## config.mk

```make
export PLATFORM = sky130hd
export DESIGN_NAME = signed_seq_divider
export DESIGN_NICKNAME = d
export VERILOG_FILES = /design/src/rtl/div_pkg.sv /design/src/rtl/twos_negate.sv /design/src/rtl/signed_seq_divider.sv
export SDC_FILE = /design/constraint.sdc
export NUM_CORES = 1
export LEC_CHECK = 0
export ABC_AREA = 1
export CAP_MARGIN = 20
export CORE_ASPECT_RATIO = 1.2
export CORE_MARGIN = 2
export CORE_UTILIZATION = 30
export CTS_CLUSTER_SIZE = 14
export DETAILED_ROUTE_END_ITERATION = 10
export GPL_ROUTABILITY_DRIVEN = 0
export HOLD_SLACK_MARGIN = 0.1
export SETUP_SLACK_MARGIN = 0.2
export SLEW_MARGIN = 20
export SYNTH_ARGS = -nofsm -noshare
export SYNTH_HDL_FRONTEND = slang
export SYNTH_SLANG_ARGS = --single-unit
```

## constraint.sdc

```tcl
create_clock -name clk -period 1.7 [get_ports clk]
set_input_delay 0.17 -clock clk [delete_from_list [all_inputs] [get_ports clk]]
set_output_delay 0.17 -clock clk [all_outputs]
set_load 0.02 [all_outputs]
```

## src/rtl/div_pkg.sv

```systemverilog
// Shared types and constants for the signed sequential divider.
package div_pkg;

  // Controller states: operand capture, iterative subtraction, sign fix-up, result pulse
  typedef enum logic [1:0] {
    IDLE = 2'd0,
    CALC = 2'd1,
    SIGN = 2'd2,
    DONE = 2'd3
  } div_state_t;

  localparam int DIV_WIDTH_DEFAULT = 8;
  localparam int DIV_MAX_WIDTH     = 64;

  // Quotient reported for a zero divisor: all ones in the low 'width' bits
  function automatic logic [DIV_MAX_WIDTH-1:0] dbz_quotient(input int width);
    logic [DIV_MAX_WIDTH-1:0] q;
    q = '0;
    for (int i = 0; i < DIV_MAX_WIDTH; i++) begin
      if (i < width) q[i] = 1'b1;
    end
    return q;
  endfunction

endpackage

```

## src/rtl/twos_negate.sv

```systemverilog
// Conditional two's-complement negation: result = neg ? -value : value.
module twos_negate #(
  parameter int W = 8
) (
  input  logic [W-1:0] value,
  input  logic         neg,
  output logic [W-1:0] result
);

  assign result = neg ? (~value + W'(1)) : value;

endmodule

```

## src/rtl/signed_seq_divider.sv

```systemverilog
// Signed restoring divider, one quotient bit per clock, start/busy/done handshake.
// Latency from accepted start to done is WIDTH+2 cycles for every operand pair.
// Optional build macro DIV_OVF_DETECT_EN: flags MIN / -1 on the overflow output;
// without it overflow is tied low.
module signed_seq_divider
  import div_pkg::*;
#(
  parameter int WIDTH = DIV_WIDTH_DEFAULT
) (
  input  logic             clk,
  input  logic             rst_n,
  input  logic             start,
  input  logic [WIDTH-1:0] dividend,
  input  logic [WIDTH-1:0] divisor,
  output logic             busy,
  output logic             done,
  output logic [WIDTH-1:0] quotient,
  output logic [WIDTH-1:0] remainder,
  output logic             div_by_zero,
  output logic             overflow
);

  localparam int                       CW         = $clog2(WIDTH) + 1;
  localparam logic [CW-1:0]            LAST_ITER  = CW'(WIDTH - 1);
  localparam logic [DIV_MAX_WIDTH-1:0] DBZ_Q_FULL = dbz_quotient(WIDTH);
  localparam logic [WIDTH-1:0]         DBZ_Q      = DBZ_Q_FULL[WIDTH-1:0];

  div_state_t       state;
  logic [CW-1:0]    iter;
  logic [WIDTH-1:0] dvd_r;      // raw dividend: sign source and zero-divisor remainder
  logic             dvs_neg;
  logic             dbz_r;
  logic [WIDTH:0]   dvs_mag_r;  // |divisor| needs WIDTH+1 bits only when read as signed
  logic [WIDTH-1:0] rem;
  logic [WIDTH-1:0] quo;

  logic [WIDTH-1:0] dvd_mag;
  logic [WIDTH:0]   dvs_mag;
  logic [WIDTH:0]   shifted;
  logic             fits;
  logic [WIDTH-1:0] quo_signed;
  logic [WIDTH-1:0] rem_signed;

  // |dividend| read as unsigned WIDTH bits is exact, including 2^(WIDTH-1) for MIN
  twos_negate #(.W(WIDTH)) u_dvd_mag (
    .value (dividend),
    .neg   (dividend[WIDTH-1]),
    .result(dvd_mag)
  );

  twos_negate #(.W(WIDTH + 1)) u_dvs_mag (
    .value ({divisor[WIDTH-1], divisor}),
    .neg   (divisor[WIDTH-1]),
    .result(dvs_mag)
  );

  twos_negate #(.W(WIDTH)) u_quo_sign (
    .value (quo),
    .neg   (dvd_r[WIDTH-1] ^ dvs_neg),
    .result(quo_signed)
  );

  twos_negate #(.W(WIDTH)) u_rem_sign (
    .value (rem),
    .neg   (dvd_r[WIDTH-1]),
    .result(rem_signed)
  );

  // Partial remainder after the left shift, and whether |divisor| can be taken from it
  assign shifted = {rem, quo[WIDTH-1]};
  assign fits    = (shifted >= dvs_mag_r);

  // Controller and datapath: capture, WIDTH restoring steps, sign fix, done pulse
  always_ff @(posedge clk) begin
    // NOTE: non-blocking assignments, so every register here sees pre-edge values of the others.
    if (!rst_n) begin
      state       <= IDLE;
      iter        <= '0;
      dvd_r       <= '0;
      dvs_neg     <= 1'b0;
      dbz_r       <= 1'b0;
      dvs_mag_r   <= '0;
      rem         <= '0;
      quo         <= '0;
      busy        <= 1'b0;
      done        <= 1'b0;
      quotient    <= '0;
      remainder   <= '0;
      div_by_zero <= 1'b0;
    end else begin
      case (state)
        IDLE: begin
          if (start) begin
            dvd_r       <= dividend;
            dvs_neg     <= divisor[WIDTH-1];
            dbz_r       <= (divisor == '0);
            dvs_mag_r   <= dvs_mag;
            quo         <= dvd_mag;
            rem         <= '0;
            iter        <= '0;
            div_by_zero <= 1'b0;
            busy        <= 1'b1;
            state       <= CALC;
          end
        end
        CALC: begin
          // Remainder stays below |divisor| <= 2^(WIDTH-1), so WIDTH bits always hold it
          quo  <= {quo[WIDTH-2:0], fits};
          rem  <= fits ? WIDTH'(shifted - dvs_mag_r) : shifted[WIDTH-1:0];
          iter <= iter + CW'(1);
          if (iter == LAST_ITER) state <= SIGN;
        end
        SIGN: begin
          quotient    <= dbz_r ? DBZ_Q : quo_signed;
          remainder   <= dbz_r ? dvd_r : rem_signed;
          div_by_zero <= dbz_r;
          busy        <= 1'b0;
          done        <= 1'b1;
          state       <= DONE;
        end
        DONE: begin
          done  <= 1'b0;
          state <= IDLE;
        end
        default: state <= IDLE;
      endcase
    end
  end

`ifdef DIV_OVF_DETECT_EN
  logic ovf_r;
  logic ovf_hit;

  assign ovf_hit = (dividend == {1'b1, {(WIDTH-1){1'b0}}}) && (divisor == '1);

  // MIN / -1 is noted at acceptance and published together with the results
  always_ff @(posedge clk) begin
    if (!rst_n) begin
      ovf_r    <= 1'b0;
      overflow <= 1'b0;
    end else if (state == IDLE && start) begin
      ovf_r    <= ovf_hit;
      overflow <= 1'b0;
    end else if (state == SIGN) begin
      overflow <= ovf_r;
    end
  end
`else
  assign overflow = 1'b0;
`endif

endmodule

```

-- Word level (Yosys, flattened, before mapping)
Cells that the tools add are included.
- register bits after elaboration: 60
- bits of input ports: 19
- output and inout bits: 20
- logic and storage cells: 61
- $add $sub $neg: 6
- order comparisons: 1
- equality and inequality tests: 6
- mux-type cells: 21
- bitwise operators: 5
- reductions and logical operators: 9
- operator list (kind ; count):
    8-bit 2-to-1 mux ; 8
    8-bit case mux with 2 select lines ; 2
    8-bit by 1-bit adder with 8-bit output (second input constant) ; 3
    8-bit NOT ; 3
    9-bit by 1-bit adder with 9-bit output (second input constant) ; 1
    9-bit greater-or-equal comparator ; 1
    9-bit 2-to-1 mux ; 1
    9-bit NOT ; 1
    8-bit zero test ; 1
    2-bit case mux with 4 select lines ; 1
    4-bit case mux with 2 select lines ; 1
    2-bit AND reduction ; 4
    8-bit subtractor ; 1
    1-bit case mux with 2 select lines ; 3
    2-bit nonzero test ; 3
    4-bit by 1-bit adder with 4-bit output (second input constant) ; 1
    2-bit equality test (second input constant) ; 2
    4-bit by 3-bit equality test with 1-bit output (second input constant) ; 1
    2-bit 2-to-1 mux ; 2
    4-bit 2-to-1 mux ; 1
    2-bit inequality test (second input constant) ; 2
    2-bit by 1-bit equality test with 1-bit output (second input constant) ; 1
    2-bit zero test ; 1
    1-bit 2-to-1 mux ; 2
    1-bit bitwise XOR ; 1

-- Logic depth before layout (Yosys ltp)
Gate-level depths: netlist of the first run.
- depth in word-level cells: 5
- mapped depth: 12
- gate-level depth less buffers: 12

-- By module
From an unflattened synthesis of the first run, not the netlist that was laid out.
- cell total of the unflattened synthesis: 580
- area, all modules: 3867.5 µm²
- by module, submodules not included (module ; times used ; cells each ; area an instance (µm²) ; sequential area each (µm²)):
    signed_seq_divider ; 1 ; 420 ; 3064.2 ; 1201.2
    twos_negate at u_dvd_mag ... ; 3 ; 39 ; 195.2 ; 0.0
    twos_negate at u_dvs_mag ; 1 ; 43 ; 217.7 ; 0.0

-- Least setup slack after synthesis of the first run
OpenSTA, ideal clock, no wires.
- path kind: register to register
- start point: reg quo[7]
- end point: reg rem[4]
- setup time: 0.132 ns
- arrival: 1.424 ns
- data required time: 1.568 ns
- setup slack: 0.143 ns
- cell stages (with the launch flop): 11
- buffers on the path: 0
- clock period less this slack: 1.557 ns
- path through: dfxtp_1 > inv_1 > ha_1 > inv_1 > fa_1 > nand3_1 > nand3_1 > xnor2_1 > nand2_1 > nand3_1 > a21oi_1
- longest elaborated chain between the ends: 3
- elaborated cells between the ends (all ways): 4
- classes of those cells: add/sub: 1; order compare: 1; mux: 2
- ends and longest elaborated chain (what ; line ; text):
    start, declared ; signed_seq_divider.sv:35 ; logic [WIDTH-1:0] quo;
    start signal, assigned ; signed_seq_divider.sv:98 ; quo <= dvd_mag;
    start signal, assigned ; signed_seq_divider.sv:108 ; quo <= {quo[WIDTH-2:0], fits};
    8-bit subtractor / 9-bit greater-or-equal comparator (equally long branches) ; signed_seq_divider.sv:109, signed_seq_divider.sv:71 ;
    8-bit 2-to-1 mux (*) ; signed_seq_divider.sv:109 ; rem <= fits ? WIDTH'(shifted - dvs_mag_r) : shifted[WIDTH-1:0];
    8-bit case mux with 2 select lines (*) ; signed_seq_divider.sv:91 ; case (state)
    end signal, assigned ; signed_seq_divider.sv:109 ;
    end, declared ; signed_seq_divider.sv:34 ; logic [WIDTH-1:0] rem;
Mark *: on every way between the ends. The rest lies on a longest branch, timed or not.
A chain may end at the register's enable or synchronous reset.

-- Worst setup path after layout of the first run
- start point: reg dvs_mag_r[7]
- end point: reg rem[7]
- longest elaborated chain between the ends: 3
- elaborated cells between the ends (all ways): 4
- classes of those cells: add/sub: 1; order compare: 1; mux: 2
- ends and longest elaborated chain (what ; line ; text):
    start, declared ; signed_seq_divider.sv:33 ; logic [WIDTH:0] dvs_mag_r;
    start signal, assigned ; signed_seq_divider.sv:97 ; dvs_mag_r <= dvs_mag;
    8-bit subtractor / 9-bit greater-or-equal comparator (equally long branches) ; signed_seq_divider.sv:109, signed_seq_divider.sv:71 ;
    8-bit 2-to-1 mux (*) ; signed_seq_divider.sv:109 ;
    8-bit case mux with 2 select lines (*) ; signed_seq_divider.sv:91 ;
Marks and branches as above.

==> impl_metrics.py, run 1 <==
metrics = {
    "critical_path": {
        "cp_max_fo": 4,
        "r2r_start": "dvs_mag_r[7]",
        "critical_path.endpoint_type": "flop",
        "rr_endpoint": "rem[7]",
        "crit_required_ns": 1.96,
        "path_class": "flop to flop",
        "ff2ff_path_depth": 10,
        "start_kind": "flop",
        "crit_start": "dvs_mag_r[7]",
        "r2r_slack_ns": 0.04,
        "arrival_ns": 1.92,
    },
    "floorplanning": {
        "coreArea_um2": 11500,
        "rows": 43,
        "fp.dieArea_um2": 12600,
        "initial_utilization_pct": 30.6,
        "die_h_um": 123,
        "ioPinCount": 39,
        "die_x_um": 103,
    },
    "sta": {
        "rsz0062_at_grt": "true",
        "fin_skew_ns": 0.00446,
        "fin_setup_tns_ns": 0,
        "slew_violations": 0,
        "hold_viol": 0,
        "post-route-period-util_pct": 97.9,
        "max_freq_ghz": 0.601,
        "period_needed_ns": 1.66,
        "setup_viol": 0,
    },
    "cts": {
        "root_buffer": "clkbuf_16",
        "cts_buffer_depth": 2,
        "h-tree-depth": 3,
        "cts_sinks": 60,
        "clkTransAtPathRegs_ns": 0.05,
        "clock_latency_ns": 0.33,
        "cts_inserted_buffers": 9,
        "cts_tree": "done",
    },
    "logic_synthesis": {
        "syn-num-nets": 542,
        "synth_area_leaders": "dfxtp_1 (34%), nand2_1 (11%), a21oi_1 (7.8%), inv_1 (7.1%), ha_1 (6.4%)",
        "synth_top_area_share_pct": 34.1,
        "synth.most_common_cell": "nand2_1",
        "synth_area_um2": 3520,
        "yosys_most_used_dff": "dfxtp_1",
        "avgSynthCellArea_um2": 6.99,
        "synthArstFlopShare_pct": 0,
        "synth_edf_count": 0,
        "ys_warn_count": 0,
        "synth_cells": 504,
        "synth_commonest_cells": "nand2_1 (101), inv_1 (67), dfxtp_1 (60)",
        "synth-seq-area-share_pct": 34.1,
        "synth_area_leader_cell": "dfxtp_1",
        "ys_types": 39,
        "synth-seq-cells": 60,
    },
    "global_route": {
        "grt_usage_pct": 16.1,
        "grt_pass1_wl_mm": 15.9,
        "antenna_found_initial": 0,
        "gr-total-overflow": 0,
        "grt_max_degree": 28,
        "grt_pass1_vias": 3370,
    },
    "power": {
        "leakage_nw": 2.06,
        "vdd_ir_drop_max_uv": 861,
        "pwr-share-comb_pct": 62.9,
        "finalPower_mw": 11.0,
        "p_seq_share_pct": 20.3,
        "clkPwrFrac_pct": 16.8,
        "p_sw_share_pct": 45.7,
        "p_per_area_nw_per_um2": 2230,
        "p_int_mw": 5.98,
        "power.switching_mw": 5.03,
    },
    "route": {
        "wl_per_cell_um": 13.2,
        "vias": 3517,
        "drc": 0,
        "avgViaCountPerCell": 4.82,
        "wirelength_mm": 9.65,
        "ant_nets": 0,
        "initialDrtViolationCount": 210,
        "firstDrtPassIters": 5,
    },
    "run_status": {
        "status": "finished, final reports clean",
    },
    "final_layout": {
        "stdcell_count": 729,
        "antenna_cells": 0,
        "fin_nets": 605,
        "drive_gt1_share_pct": 22.9,
        "fill_cells": 1163,
        "syn2layout_area_growth_pct": 39.8,
    },
    "worst_hold_path": {
        "min_from": "dvd_r[5]",
        "hold_depth": 2,
        "holdPathEnd": "dvd_r[5]",
        "hp-class": "flop to flop",
    },
    "placed_design": {
        "dp.cells": 700,
        "port_buffers": 37,
        "hpwl_mm": 6.84,
    },
    "flow_run": {
        "max_cap_viol_count": 0,
    },
}
## per-stage QoR
step / instance area [µm²] / utilization, % / setup slack [ns] / hold slack [ns]
2_1_floorplan: 3530 / - / 0.162 / 0.318
3_3_place_gp: 4190 / 36.4 / 0.0201 / 0.446
3_5_place_dp: 4190 / 36.4 / -0.00779 / 0.446
4_1_cts: 4800 / 41.7 / 0.0432 / 0.454
5_1_grt: 4930 / 42.8 / -0.0361 / 0.464
6_report: 4930 / 42.8 / 0.0358 / 0.455
## kinds of logic after synthesis
logic type      count (synthesis)  share of synthesized area [%]
fa+ha+maj                      19                           6.96
buf+inv                        95                           11.3
simple gates                  192                           24.0
compound gates                124                           20.3
other cells                     1                          0.106
flops                          60                           34.1
xor+xnor                       13                           3.23
## cells in the final DEF, fill, tap and decap left out, drive strengths merged, types with 13 or more instances in the layout
| master | n |
|---|---|
| a21oi | 58 |
| buf | 33 |
| clkdlybuf4s50 | 36 |
| dfxtp | 60 |
| ha | 18 |
| inv | 72 |
| nand2 | 109 |
| nand3 | 42 |
| nor2 | 25 |
| o211ai | 13 |
| o21ai | 41 |
## final cells by class
cell class	count	area, µm²	area share [%]
Multi-Input combinational cell	351	2220	45.1
Sequential cell	60	1220	24.8
Timing Repair Buffer	70	674	13.7
Inverter	74	300	6.09
Clock buffer	12	256	5.21
Tap cell	157	196	3.99
Clock inverter	4	47.5	0.965
Timing Repair inverter	1	7.51	0.152
## worst max path at each step
stage	slack [ns]	end
2_1_floorplan	0.16	rem[7]
3_3_place_gp	0.02	rem[4]
3_5_place_dp	-0.008	rem[1]
4_1_cts	0.04	rem[4]
5_1_grt	-0.04	rem[4]
6_report	0.04	rem[7]
## sequential cells by signal, summed over array words and instances (netlist names)
signal       flops
busy             1
state            2
dvs_neg          1
quo              8
iter             4
rem              8
dvd_r            8
dvs_mag_r        9
dbz_r            1
remainder        8
quotient         8
done             1
div_by_zero      1
## repair_timing
action	in CTS	in global routing
endpoints found under the hold margin	0	0
resized for setup	53	33
pin swaps	26	15
cloned	3	0
hold buffers	0	0
setup endpoints to repair	25	32
setup buffers	8	2
## power by group through the flow
stage	registers (mW)	logic [mW]	clock network, mW
after detailed placement	2.16	5.39	0
after CTS	2.20	6.45	1.88
after floorplan	2.24	3.84	0
final	2.23	6.93	1.85
after global routing	2.29	7.65	1.94
after global placement	2.15	5.30	0
## layer usage
metal	GRT usage, %	wire length [µm]	vias to the layer above	part of all wire, %
met5	0	0	-	0
met4	7.65	255	0	2.6
met3	1.77	338	19	3.5
met2	26.9	4710	69	49
met1	20.4	4340	1627	45
li1	-	-	1802	-
## worst max-delay path, stage by stage (launching register included)
cell        delay (ns)
dfxtp_2           0.33
inv_1             0.06
ha_4              0.28
nand2_4           0.06
nor2_1            0.14
nand3_2           0.10
nand2_4           0.12
clkinvlp_4        0.16
nand3_2           0.10
nand3_1           0.09
a21oi_1           0.14
(Power assumes the default switching activity.)
==> run 2: changes to the inputs <==
--- a/config.mk
+++ b/config.mk
@@ -13,9 +13,11 @@
 export CTS_CLUSTER_SIZE = 14
 export DETAILED_ROUTE_END_ITERATION = 10
 export GPL_ROUTABILITY_DRIVEN = 0
+export GPL_TIMING_DRIVEN = 0
 export HOLD_SLACK_MARGIN = 0.1
 export SETUP_SLACK_MARGIN = 0.2
 export SLEW_MARGIN = 20
 export SYNTH_ARGS = -nofsm -noshare
 export SYNTH_HDL_FRONTEND = slang
+export SYNTH_HIERARCHICAL = 1
 export SYNTH_SLANG_ARGS = --single-unit
==> impl_metrics.py, run 2 <==
metrics = {
    "run_status": {
        "status": "finished, final reports clean",
    },
    "cts": {
        "cts_hold_buffers": 0,
        "cts_sinks": 60,
        "cts_inserted_buffers": 9,
        "root_buffer": "clkbuf_16",
        "clkTransAtPathRegs_ns": 0.05,
        "h-tree-depth": 3,
        "clock_latency_ns": 0.33,
        "cts_tree": "done",
        "cts_buffer_depth": 2,
    },
    "logic_synthesis": {
        "synth_area_leaders": "dfxtp_1 (31%), nand2_1 (14%), inv_1 (6.3%), ha_1 (5.8%), nor2_1 (5.6%)",
        "synth-seq-cells": 60,
        "synth_area_leader_cell": "dfxtp_1",
        "synth.most_common_cell": "nand2_1",
        "synth_commonest_cells": "nand2_1 (144), inv_1 (65), dfxtp_1 (60)",
        "avgSynthCellArea_um2": 6.67,
        "synth_area_um2": 3870,
        "synth_top_area_share_pct": 31.1,
        "synth_cells": 580,
        "ys_warn_count": 6,
        "synth-seq-area-share_pct": 31.1,
        "ys_types": 37,
        "synth_edf_count": 0,
        "synthArstFlopShare_pct": 0,
        "yosys_most_used_dff": "dfxtp_1",
        "syn-num-nets": 618,
    },
    "final_layout": {
        "syn2layout_area_growth_pct": 37.9,
        "largest_reg_flops": 9,
        "final_common_cell": "nand2_1",
        "stdcell_count": 811,
        "fill_cells": 1307,
        "layout.core_utilization_pct": 42.3,
        "regMostFlops": "dvs_mag_r",
        "antenna_cells": 0,
        "drive_gt1_share_pct": 23.3,
        "layout.cells.most_common_list": "nand2_1 (132), inv_1 (55), nor2_1 (53)",
        "fin_nets": 680,
    },
    "critical_path": {
        "critical_path.endpoint_type": "flop",
        "slowest_delay_ns": 0.42,
        "path_common_cell": "nor2_1",
        "cp_num_buf_inv": 1,
        "start_kind": "flop",
        "cp_top_family": "adder cells",
        "cp_cell_sequence": "inv_2 -> ha_4 -> fa_2 -> nor2_1 -> nor2_1 -> xor2_1 -> nand2_1 -> nand3_1 -> a21oi_1",
        "cp_max_fo": 3,
        "path_class": "flop to flop",
        "cp_slowest_cell": "fa_2",
        "crit_required_ns": 1.88,
        "arrival_ns": 1.85,
    },
    "route": {
        "avgViaCountPerCell": 4.80,
        "ant_nets": 0,
        "wl_per_cell_um": 13.4,
        "vias": 3894,
        "wirelength_mm": 10.9,
        "firstDrtPassIters": 4,
        "initialDrtViolationCount": 132,
        "drc": 0,
    },
    "sta": {
        "hold_viol": 0,
        "period_needed_ns": 1.66,
        "relSlewSlack_pct": 61.8,
        "max_freq_ghz": 0.601,
        "fin_setup_tns_ns": 0,
        "slew_violations": 0,
        "holdWs_ns": 0.324,
        "worst_pin_slew_ns": 0.573,
        "post-route-period-util_pct": 97.9,
        "fin_skew_ns": 0.00223,
        "setup_viol": 0,
        "rsz0062_at_grt": "true",
    },
    "power": {
        "p_per_area_nw_per_um2": 2060,
        "vdd_ir_drop_max_uv": 1170,
        "finalPower_mw": 11.0,
        "leakage_nw": 2.35,
    },
    "global_route": {
        "gr-total-overflow": 0,
        "grt_pass1_wl_mm": 17.6,
        "antenna_found_initial": 0,
        "grt_max_degree": 11,
        "grt_usage_pct": 15.9,
        "grt_pass1_vias": 3765,
    },
    "floorplanning": {
        "rows": 45,
        "die_x_um": 108,
        "die_h_um": 128,
        "initial_utilization_pct": 30.7,
        "fp.dieArea_um2": 13800,
        "coreArea_um2": 12600,
        "ioPinCount": 39,
    },
    "placed_design": {
        "hpwl_mm": 7.98,
        "port_buffers": 36,
        "dp.cells": 780,
    },
    "worst_hold_path": {
        "hp-class": "input pin to flop",
    },
    "flow_run": {
        "max_cap_viol_count": 0,
    },
}
-- run 2: cell count changes in the layout (fill, tap and decap cells not counted), sizes merged, moves of 4 or more --
| cell | previous run | this run |
|---|---|---|
| nand2 | 109 | 154 |
| nand3b | 2 | 14 |
| xnor2 | 3 | 8 |
| nor3 | 10 | 14 |
| nor2 | 25 | 65 |
| o211ai | 13 | 9 |
| clkbuf | 12 | 22 |
| a21oi | 58 | 29 |
-- run 2: cell families after synthesis --
family                   after synthesis  share of synthesized area, %
other                                  1                        0.0970
XOR/XNOR                              17                          3.85
adder cells (fa/ha/maj)               19                          6.34
buffers and inverters                 98                          11.0
AO/OA/AOI/OAI                         92                          13.4
flip-flops                            60                          31.1
AND/OR/NAND/NOR                      293                          34.3
-- run 2: repair_timing --
action	in CTS	in global routing
gates resized for setup	47	61
setup endpoints to repair	54	45
buffers inserted	6	7
cloned	1	1
pin swaps	20	27
-- run 2: final timing paths --
kind	slack, ns	cells past startpoint	endpoint	startpoint
min	0.32	3	quo[3]	rst_n
max reg2reg	0.04	9	rem[4]	quo[7]
max	0.04	9	rem[4]	quo[7]
min reg2reg	0.48	2	dvs_mag_r[2]	dvs_mag_r[2]
-- run 2: final cells by class --
cell class	count	area (µm²)	share of cell area, %
timing repair buffer	49	483	9.06
clock inverter	4	95.1	1.78
timing repair inverter	1	5.00	0.0939
buffer	28	191	3.59
inverter	70	272	5.09
tap	164	205	3.85
clock buffer	12	256	4.81
sequential	60	1240	23.3
multi-input combinational	423	2580	48.5
-- run 2: report_power, final --
group / internal, mW / switching, mW
logic: 2.77 / 3.77
registers: 1.90 / 0.419
clock network: 1.51 / 0.636
total: 6.18 / 4.83
-- run 2: per-stage QoR --
stage	setup slack [ns]	instance area, µm²
2_1_floorplan	0.204	3940
3_3_place_gp	-0.0588	4500
3_5_place_dp	-0.102	4500
4_1_cts	0.0881	5070
5_1_grt	-0.0223	5330
6_report	0.0355	5330
-- run 2: metal layers --
metal / wire length, µm / share of wire, % / track usage (%) / vias up
li1: - / - / - / 1995
met1: 4750 / 44 / 18.7 / 1808
met2: 5600 / 51 / 28.4 / 72
met3: 259 / 2.4 / 3.29 / 19
met4: 295 / 2.7 / 5.88 / 0
met5: 0 / 0 / 0 / -
-- run 2: worst min-delay path, cell delays in order --
cell,delay (ns)
clkbuf_1,0.23
o21ai_0,0.15
a31oi_1,0.05
==> run 3: changes to the inputs <==
--- a/config.mk
+++ b/config.mk
@@ -9,13 +9,13 @@
 export CAP_MARGIN = 20
 export CORE_ASPECT_RATIO = 1.2
 export CORE_MARGIN = 2
-export CORE_UTILIZATION = 30
+export CORE_UTILIZATION = 45
 export CTS_CLUSTER_SIZE = 14
 export DETAILED_ROUTE_END_ITERATION = 10
 export GPL_ROUTABILITY_DRIVEN = 0
 export GPL_TIMING_DRIVEN = 0
 export HOLD_SLACK_MARGIN = 0.1
-export SETUP_SLACK_MARGIN = 0.2
+export PLACE_DENSITY = 0.65
 export SLEW_MARGIN = 20
 export SYNTH_ARGS = -nofsm -noshare
 export SYNTH_HDL_FRONTEND = slang
==> impl_metrics.py, run 3 (same netlist as run 2, synthesis figures left out) <==
metrics = {
    "run_status": {
        "status": "finished, final reports clean",
    },
    "final_layout": {
        "regMostFlops": "dvs_mag_r",
        "syn2layout_area_growth_pct": 26.9,
        "drive_gt1_share_pct": 18.9,
        "fin_nets": 674,
        "largest_reg_flops": 9,
        "antenna_cells": 0,
        "multiInputGateArea_um2": 2480,
        "seq_area_um2": 1230,
        "layout.cells.most_common_list": "nand2_1 (136), inv_1 (59), nor2_1 (55)",
        "fill_cells": 835,
        "final_common_cell": "nand2_1",
    },
    "power": {
        "finalPower_mw": 9.54,
        "vdd_ir_drop_max_uv": 902,
        "p_per_area_nw_per_um2": 1950,
        "leakage_nw": 2.18,
    },
    "cts": {
        "clock_latency_ns": 0.34,
        "cts_inserted_buffers": 9,
        "clkTransAtPathRegs_ns": 0.07,
        "cts_sinks": 60,
        "cts_tree": "done",
        "cts_hold_buffers": 0,
        "h-tree-depth": 3,
        "root_buffer": "clkbuf_8",
        "cts_buffer_depth": 2,
    },
    "critical_path": {
        "critical_path.endpoint_type": "flop",
        "cp_max_fo": 10,
        "slowest_delay_ns": 0.33,
        "crit_start": "state[1]",
        "cp_num_buf_inv": 5,
        "arrival_ns": 1.84,
        "cp_cell_sequence": "inv_1 -> ha_2 -> buf_6 -> inv_2 -> o21ai_4 -> inv_1 -> buf_4 -> nor3_2 -> nor3_1",
        "path_common_cell": "inv_1",
        "r2r_start": "state[1]",
        "path_class": "flop to flop",
        "crit_required_ns": 1.93,
        "cp_slowest_cell": "dfxtp_1",
        "cp_top_family": "buffers and inverters",
        "start_kind": "flop",
    },
    "floorplanning": {
        "die_x_um": 88.6,
        "rows": 37,
        "coreArea_um2": 8470,
        "die_h_um": 106,
        "initial_utilization_pct": 45.7,
        "ioPinCount": 39,
        "fp.dieArea_um2": 9360,
    },
    "worst_hold_path": {
        "hp-class": "input pin to flop",
        "min_from": "rst_n",
    },
    "route": {
        "wl_per_cell_um": 12.9,
        "vias": 3815,
        "drc": 0,
        "avgViaCountPerCell": 5.03,
        "ant_nets": 0,
        "firstDrtPassIters": 4,
        "wirelength_mm": 9.78,
        "initialDrtViolationCount": 186,
    },
    "sta": {
        "hold_viol": 0,
        "max_freq_ghz": 0.622,
        "setup_viol": 0,
        "slew_violations": 0,
        "fin_setup_tns_ns": 0,
        "relSlewSlack_pct": 61.4,
        "post-route-period-util_pct": 94.6,
        "worst_pin_slew_ns": 0.580,
        "fin_skew_ns": 0.0129,
        "period_needed_ns": 1.61,
    },
    "global_route": {
        "grt_usage_pct": 21.7,
        "grt_pass1_wl_mm": 16.3,
        "antenna_found_initial": 0,
        "gr-total-overflow": 0,
        "grt_pass1_vias": 3743,
        "grt_max_degree": 12,
    },
    "flow_run": {
        "max_cap_viol_count": 0,
    },
    "placed_design": {
        "hpwl_mm": 7.32,
        "port_buffers": 36,
    },
}
-- run 3: worst min-delay path, stage by stage --
cell      delay [ns]
clkbuf_1        0.22
o21ai_0         0.14
a31oi_1         0.04
-- run 3: routing by layer --
layer | wire [µm] | up-vias | share of wire [%] | track usage [%]
met1 | 4370 | 1768 | 45 | 25.4
met5 | 0 | - | 0 | 0
met2 | 4970 | 56 | 51 | 38.9
met4 | 212 | 0 | 2.2 | 7.14
met3 | 227 | 18 | 2.3 | 4.07
li1 | - | 1973 | - | -
-- run 3: per-stage QoR --
step | utilization (%) | hold WS [ns] | instance area, µm² | std cells | setup slack [ns]
2_1_floorplan | - | 0.335 | 3870 | 580 | 0.122
3_3_place_gp | 51.6 | 0.455 | 4370 | 733 | -0.116
3_5_place_dp | 51.6 | 0.458 | 4370 | 733 | -0.132
4_1_cts | 54.8 | 0.268 | 4640 | 750 | 0.00356
5_1_grt | 57.9 | 0.321 | 4910 | 758 | -0.0185
6_report | 57.9 | 0.281 | 4910 | 758 | 0.0918
-- run 3: power breakdown --
part | internal, mW | switching, mW
Combinational | 2.49 | 3.47
Sequential | 1.87 | 0.399
Clock | 0.722 | 0.593
-- run 3: area by class of cell --
class                   count  share of cell area (%)
multi-input cells         423                    50.5
flip-flops and latches     60                    25.0
repair buffers             44                    8.57
inverters                  70                    5.36
plain buffers              28                    3.52
well taps                 117                    2.98
clock buffers              11                    2.88
clock inverters             5                    1.22
-- run 3: worst paths after layout --
path                        to  slack, ns  cells after the start
setup / recovery       iter[2]       0.09                      9
hold / removal          quo[2]       0.28                      3
setup reg to reg       iter[2]       0.09                      9
hold reg to reg   dvs_mag_r[6]       0.47                      2
-- run 3: what timing repair did --
| action | CTS | global route |
|---|---|---|
| endpoints found under the setup margin | 9 | 40 |
| buffers inserted | 1 | 7 |
| gates cloned | 0 | 1 |
| pin swaps | 2 | 17 |
| gates resized for setup | 12 | 61 |
